**src/rtl/ma_feeder.sv**
```systemverilog
// Packs weight/pixel stream words into MA operand buses, pulses mStart, returns per-channel accumulates.
// mStart one cycle after the last needed word; s_ready low outside LOAD. MA_FEEDER_TIMEOUT_EN adds a WAIT watchdog.
module ma_feeder #(
    parameter int DATA_WIDTH     = 32,
    parameter int KERNEL_SIZE    = 3,
    parameter int CHANNELS       = 1,
    parameter int TIMEOUT_CYCLES = 1024,
    localparam int N             = KERNEL_SIZE * KERNEL_SIZE,
    localparam int TOTAL         = CHANNELS * N
) (
    input  logic                        Clk,
    input  logic                        rst_n,
    input  logic                        s_valid,
    output logic                        s_ready,
    input  logic                        s_kind,
    input  logic [DATA_WIDTH-1:0]       s_data,
    output logic [TOTAL*DATA_WIDTH-1:0] multiplier_output,
    output logic [TOTAL*DATA_WIDTH-1:0] multiplicand_output,
    output logic [N-1:0]                mStart,
    input  logic [CHANNELS*32-1:0]      finalAccumulate,
    input  logic [CHANNELS-1:0]         finalReady,
    output logic                        m_valid,
    input  logic                        m_ready,
    output logic [CHANNELS*32-1:0]      m_data,
    output logic                        busy,
    output logic                        ma_rst,
    output logic                        timeout_err
);

    localparam int CW = $clog2(TOTAL + 1);

    typedef enum logic [1:0] {S_LOAD, S_START, S_WAIT, S_OUT} state_t;

    state_t                        r_state;
    state_t                        w_state_nxt;
    logic [CW-1:0]                 r_w_cnt;
    logic [CW-1:0]                 r_pix_cnt;
    logic                          r_w_full;
    logic [CHANNELS-1:0]           r_done;
    logic [TOTAL*DATA_WIDTH-1:0]   r_mult;
    logic [TOTAL*DATA_WIDTH-1:0]   r_mcand;
    logic [CHANNELS*32-1:0]        r_m_data;
    logic                          r_timeout_err;

    logic                          w_acc_w;
    logic                          w_acc_p;
    logic                          w_w_full_nxt;
    logic                          w_pix_full_nxt;
    logic [CHANNELS-1:0]           w_done_nxt;
    logic                          w_all_done;
    logic                          w_timeout;

    assign w_acc_w = s_valid & s_ready & s_kind;
    assign w_acc_p = s_valid & s_ready & ~s_kind;

    // Fullness is judged on the post-accept counter values so START follows the last word directly.
    assign w_w_full_nxt   = r_w_full | (w_acc_w && (r_w_cnt == CW'(TOTAL - 1)));
    assign w_pix_full_nxt = (r_pix_cnt == CW'(TOTAL)) | (w_acc_p && (r_pix_cnt == CW'(TOTAL - 1)));

    assign w_done_nxt = r_done | (finalReady & {CHANNELS{r_state == S_WAIT}});
    assign w_all_done = &w_done_nxt;

`ifdef MA_FEEDER_TIMEOUT_EN
    localparam int TW = $clog2(TIMEOUT_CYCLES + 1);
    logic [TW-1:0] r_wait_cnt;

    always_ff @(posedge Clk or negedge rst_n) begin
        if (!rst_n) begin
            r_wait_cnt <= '0;
        end else if (r_state != S_WAIT) begin
            r_wait_cnt <= '0;
        end else begin
            r_wait_cnt <= r_wait_cnt + 1'b1;
        end
    end

    assign w_timeout = (r_state == S_WAIT) && !w_all_done && (r_wait_cnt == TW'(TIMEOUT_CYCLES - 1));
`else
    logic w_unused_timeout;
    assign w_unused_timeout = (TIMEOUT_CYCLES > 0);
    assign w_timeout        = 1'b0;
`endif

    always_ff @(posedge Clk or negedge rst_n) begin
        if (!rst_n) begin
            r_state <= S_LOAD;
        end else begin
            r_state <= w_state_nxt;
        end
    end

    always_comb begin
        w_state_nxt = r_state;
        case (r_state)
            S_LOAD:  if (w_w_full_nxt && w_pix_full_nxt) w_state_nxt = S_START;
            S_START: w_state_nxt = S_WAIT;
            S_WAIT: begin
                if (w_all_done) begin
                    w_state_nxt = S_OUT;
                end else if (w_timeout) begin
                    w_state_nxt = S_LOAD;
                end
            end
            S_OUT:   if (m_ready) w_state_nxt = S_LOAD;
            default: w_state_nxt = S_LOAD;
        endcase
    end

    always_comb begin
        s_ready = 1'b0;
        mStart  = '0;
        m_valid = 1'b0;
        busy    = 1'b1;
        ma_rst  = 1'b0;
        case (r_state)
            S_LOAD: begin
                busy    = 1'b0;
                s_ready = s_kind | (r_pix_cnt < CW'(TOTAL));
            end
            S_START: mStart  = '1;
            S_WAIT:  ma_rst  = w_timeout;
            S_OUT:   m_valid = 1'b1;
            default: busy    = 1'b1;
        endcase
    end

    always_ff @(posedge Clk or negedge rst_n) begin
        if (!rst_n) begin
            r_w_cnt       <= '0;
            r_pix_cnt     <= '0;
            r_w_full      <= 1'b0;
            r_done        <= '0;
            r_mult        <= '0;
            r_mcand       <= '0;
            r_m_data      <= '0;
            r_timeout_err <= 1'b0;
        end else begin
            if (w_acc_w) begin
                r_mcand[int'(r_w_cnt)*DATA_WIDTH +: DATA_WIDTH] <= s_data;
                r_w_cnt <= (r_w_cnt == CW'(TOTAL - 1)) ? '0 : r_w_cnt + 1'b1;
            end
            r_w_full <= w_w_full_nxt;

            if (w_acc_p) begin
                r_mult[int'(r_pix_cnt)*DATA_WIDTH +: DATA_WIDTH] <= s_data;
                r_pix_cnt <= r_pix_cnt + 1'b1;
            end else if (r_state == S_START) begin
                r_pix_cnt <= '0;
            end

            r_done <= (r_state == S_START) ? '0 : w_done_nxt;

            // Only the first report per channel is kept; a level-style finalReady cannot overwrite it.
            for (int c = 0; c < CHANNELS; c++) begin
                if ((r_state == S_WAIT) && finalReady[c] && !r_done[c]) begin
                    r_m_data[c*32 +: 32] <= finalAccumulate[c*32 +: 32];
                end
            end

            if (w_timeout) begin
                r_timeout_err <= 1'b1;
            end else if ((r_state == S_OUT) && m_ready) begin
                r_timeout_err <= 1'b0;
            end
        end
    end

    assign multiplier_output   = r_mult;
    assign multiplicand_output = r_mcand;
    assign m_data              = r_m_data;
    assign timeout_err         = r_timeout_err;

endmodule
```
**config.mk**
```make
export PLATFORM = sky130hd
export DESIGN_NAME = ma_feeder
export DESIGN_NICKNAME = d
export VERILOG_FILES = /design/src/rtl/ma_feeder.sv
export SDC_FILE = /design/constraint.sdc
export NUM_CORES = 1
export LEC_CHECK = 0
export BUFFER_PORTS_ARGS = -buffer_cell sky130_fd_sc_hd__clkbuf_2
export CAP_MARGIN = 15
export CORE_AREA = 2 2 267 269
export DETAILED_ROUTE_END_ITERATION = 8
export DIE_AREA = 0 0 269 271
export PLACE_DENSITY = 0.55
export SLEW_MARGIN = 20
export SYNTH_ARGS = -nofsm -noshare
export SYNTH_HDL_FRONTEND = slang
export SYNTH_SLANG_ARGS = --single-unit
```
**constraint.sdc**
```tcl
create_clock -name Clk -period 3.3 [get_ports Clk]
set_clock_uncertainty 0.05 [all_clocks]
set_input_delay 0.33 -clock Clk [delete_from_list [all_inputs] [get_ports Clk]]
set_output_delay 0.33 -clock Clk [all_outputs]
set_load 0.03 [all_outputs]
```
==> flow_summary.ini <==
[outcome]
status = finished, final reports clean

[critical_path]
cp-end-kind = flip-flop
path_cells = or3_1 > inv_1 > ha_1 > nand2_1 > nor3b_1 > and2_2 > buf_12 > mux2_2
worstSetupPathType = reg2reg
cp.arrival_ps = 3480
rr_startpoint = r_pix_cnt[0]
setup.worst_path.start = r_pix_cnt[0]
path_buf_inv = 2
required_ps = 3710
crit_family = simple AND/OR/NAND/NOR gates
critPathMaxFanout = 20
start_kind = flip-flop
max_stage_delay_ps = 530
crit_slowest_cell = and2_2

[placed_design]
io_buffers = 689
dp_hpwl_um = 61900
globalplace.congestion = 0.835

[floorplanning]
start_util_pct = 36.9
core_area_um2 = 69800
num_rows = 97
die_x_um = 269
die_area_um2 = 72900
boundaryPins = 692
die-height_um = 271

[sta]
fmax_mhz = 326
tns_ps = 0
rsz0062_at_grt = false
min_period_ps = 3070
finalHoldViolCount = 0
slew_headroom_pct = 38.2
final-max-slew-violation-count = 0
holdWs_ps = 82.9
post-route-period-util_pct = 93.0
finalSetupViolCount = 0
tightest_slew_ps = 924

[hold_path]
worstHoldStart = m_ready
hp-class = in2reg

[logic_synthesis]
syn_inst = 1878
synthArstFlopShare_pct = 100
ys_ff_latch = 620
synth_top_area_share_pct = 60.2
synth_seq_area_share_pct = 60.2
synth.area.top_cells = dfrtp_1 60%, mux2_2 21%, mux2i_1 2.5%, and2_1 2.4%, mux2_1 1.8%
synth_flop_cell = dfrtp_1
synth_area_um2 = 25800
synth_cell_type_count = 61
syn_area_per_cell_um2 = 13.7
synth_area_leader_cell = dfrtp_1
synth_edf_count = 0
yosys_warnings = 0

[route]
drt_iter0_drc = 1248
wire_per_inst_um = 24.7
drc = 0
vias = 17600
drt_wl_total_um = 87900
antenna_left = 0
dr.pass1.iters = 7
vias_per_cell = 4.96

[cts]
cts.path.max_buffers = 3
clkTransAtPathRegs_ps = 60
numCtsBuffers = 71
ctsHtreeMaxLevel = 3
ctsResizeCount = 0
root_buffer = clkbuf_16
clk_latency_ps = 590
cts_sinks = 620
cts_tree = built

[power_and_ir_drop]
peakVddDrop_uv = 643
pwr-share-seq_pct = 37.6
p_switching_mw = 9.32
p_per_area_nw_per_um2 = 753
p_sw_share_pct = 37.6
pwr-share-comb_pct = 31.2
leakagePower_nw = 18.3
clkPwrFrac_pct = 31.3
p_int_mw = 15.4

[cells_and_area]
final_layout_size_suffix_gt1_share_pct = 51.5
final_common_cell = clkbuf_2
layout_common_cells = 688 x clkbuf_2, 619 x dfrtp_1, 475 x mux2_2
area_growth_pct = 27.6
fin_nets = 2656

[grt]
grt-ovfl-total = 0
grt_pass1_vias = 18600
antenna_found_initial = 4
grt_max_degree = 90
grt_pass1_wl_um = 128000
grtUsageTotal_pct = 23.9

[job]
max_cap_viol_count = 0
-- through the flow --
stage / area, um2 / std cells / power [mW] / util, % / setup slack (ps)
after global routing: 32900 / 3560 / 25.9 / 47.1 / 1.76
after floorplan: 25800 / 1879 / 14.4 / - / 566
after global placement: 30300 / 3407 / 17.0 / 43.4 / 254
after detailed placement: 30300 / 3407 / 17.2 / 43.4 / 236
after CTS: 32900 / 3560 / 25.0 / 47.1 / 208
final: 32900 / 3561 / 24.8 / 47.1 / 231
-- worst min-delay path: stages --
cell	delay, ps
clkbuf_2	80
nand2b_1	150
a32oi_1	110
-- cell usage after synthesis (2+ instances only) --
cell,count
a21oi_1,2
a22o_1,4
and2_1,97
and3_1,58
buf_2,49
buf_4,13
buf_6,12
clkbuf_1,74
dfrtp_1,620
ha_1,12
inv_1,78
mux2_1,41
mux2_2,475
mux2i_1,65
nand2_1,111
nand2_2,2
nand2b_1,6
nand3_1,7
nand3_2,2
nand3b_1,2
nand4_1,3
nor2_1,26
nor2_2,2
nor2b_1,7
nor3_1,6
nor4_2,2
o21ai_0,37
o31ai_1,14
o41ai_1,17
xnor2_1,3
-- registers in the layout, indices dropped and copies added, names as in the netlist --
register,cells
multiplicand_output,288
m_data,32
r_w_cnt,4
r_w_full,1
r_done,1
multiplier_output,288
r_state,2
r_pix_cnt,4
-- cell families (layout without fill, tap and decap cells) --
logic type | Yosys count | count (layout) | synth area share, %
AOI/OAI and AO/OA | 89 | 89 | 2.56
xor gates and xnor gates | 4 | 4 | 0.136
adders and majority gates | 12 | 12 | 0.583
buffers and inverters | 227 | 968 | 4.09
DFF | 620 | 620 | 60.2
muxes | 581 | 581 | 25.1
other | 1 | 3 | 0.0146
and+or+nand+nor | 344 | 344 | 7.28
-- layer usage --
| metal | vias to the layer above | GRT usage, % | routed length (um) |
|---|---|---|---|
| li1 | 7815 | - | - |
| met1 | 9120 | 28.9 | 34700 |
| met2 | 561 | 40.9 | 44200 |
| met3 | 151 | 5.60 | 5760 |
| met4 | 0 | 9.68 | 3230 |
| met5 | - | 0 | 0 |
-- power by group through the flow --
stage | Sequential, mW | Clock (mW) | Combinational, mW
3_3_place_gp | 9.37 | 0 | 7.59
5_1_grt | 9.43 | 8.25 | 8.25
6_report | 9.30 | 7.74 | 7.72
2_1_floorplan | 11.2 | 0 | 3.16
4_1_cts | 9.30 | 7.94 | 7.78
3_5_place_dp | 9.42 | 0 | 7.74
-- worst paths after layout --
path | cells after the start | to | slack, ps
worst min-delay path | 3 | r_state[0] | 80
worst min register to register | 1 | multiplier_output[232] | 440
max in group asynchronous | 3 | multiplier_output[250] | 1930
min in group asynchronous | 2 | multiplier_output[136] | 280
worst max register to register | 8 | multiplier_output[122] | 230
worst max-delay path | 8 | multiplier_output[122] | 230
-- timing repair --
action                                  4_1_cts  5_1_grt
buffers inserted                              0        0
hold endpoints to repair                     96        0
endpoints found under the setup margin        0        0
hold buffers                                 34        0
-- final cells by class --
class | count | area, um2
clock buffer | 99 | 2020
timing repair buffer | 771 | 4350
tap | 940 | 1180
antenna | 1 | 2.50
multi-input combinational | 1032 | 9270
inverter | 78 | 293
clock inverter | 20 | 236
fill | 6392 | 36900
sequential | 620 | 15500
No activity file was read; power rests on OpenSTA's default activity.
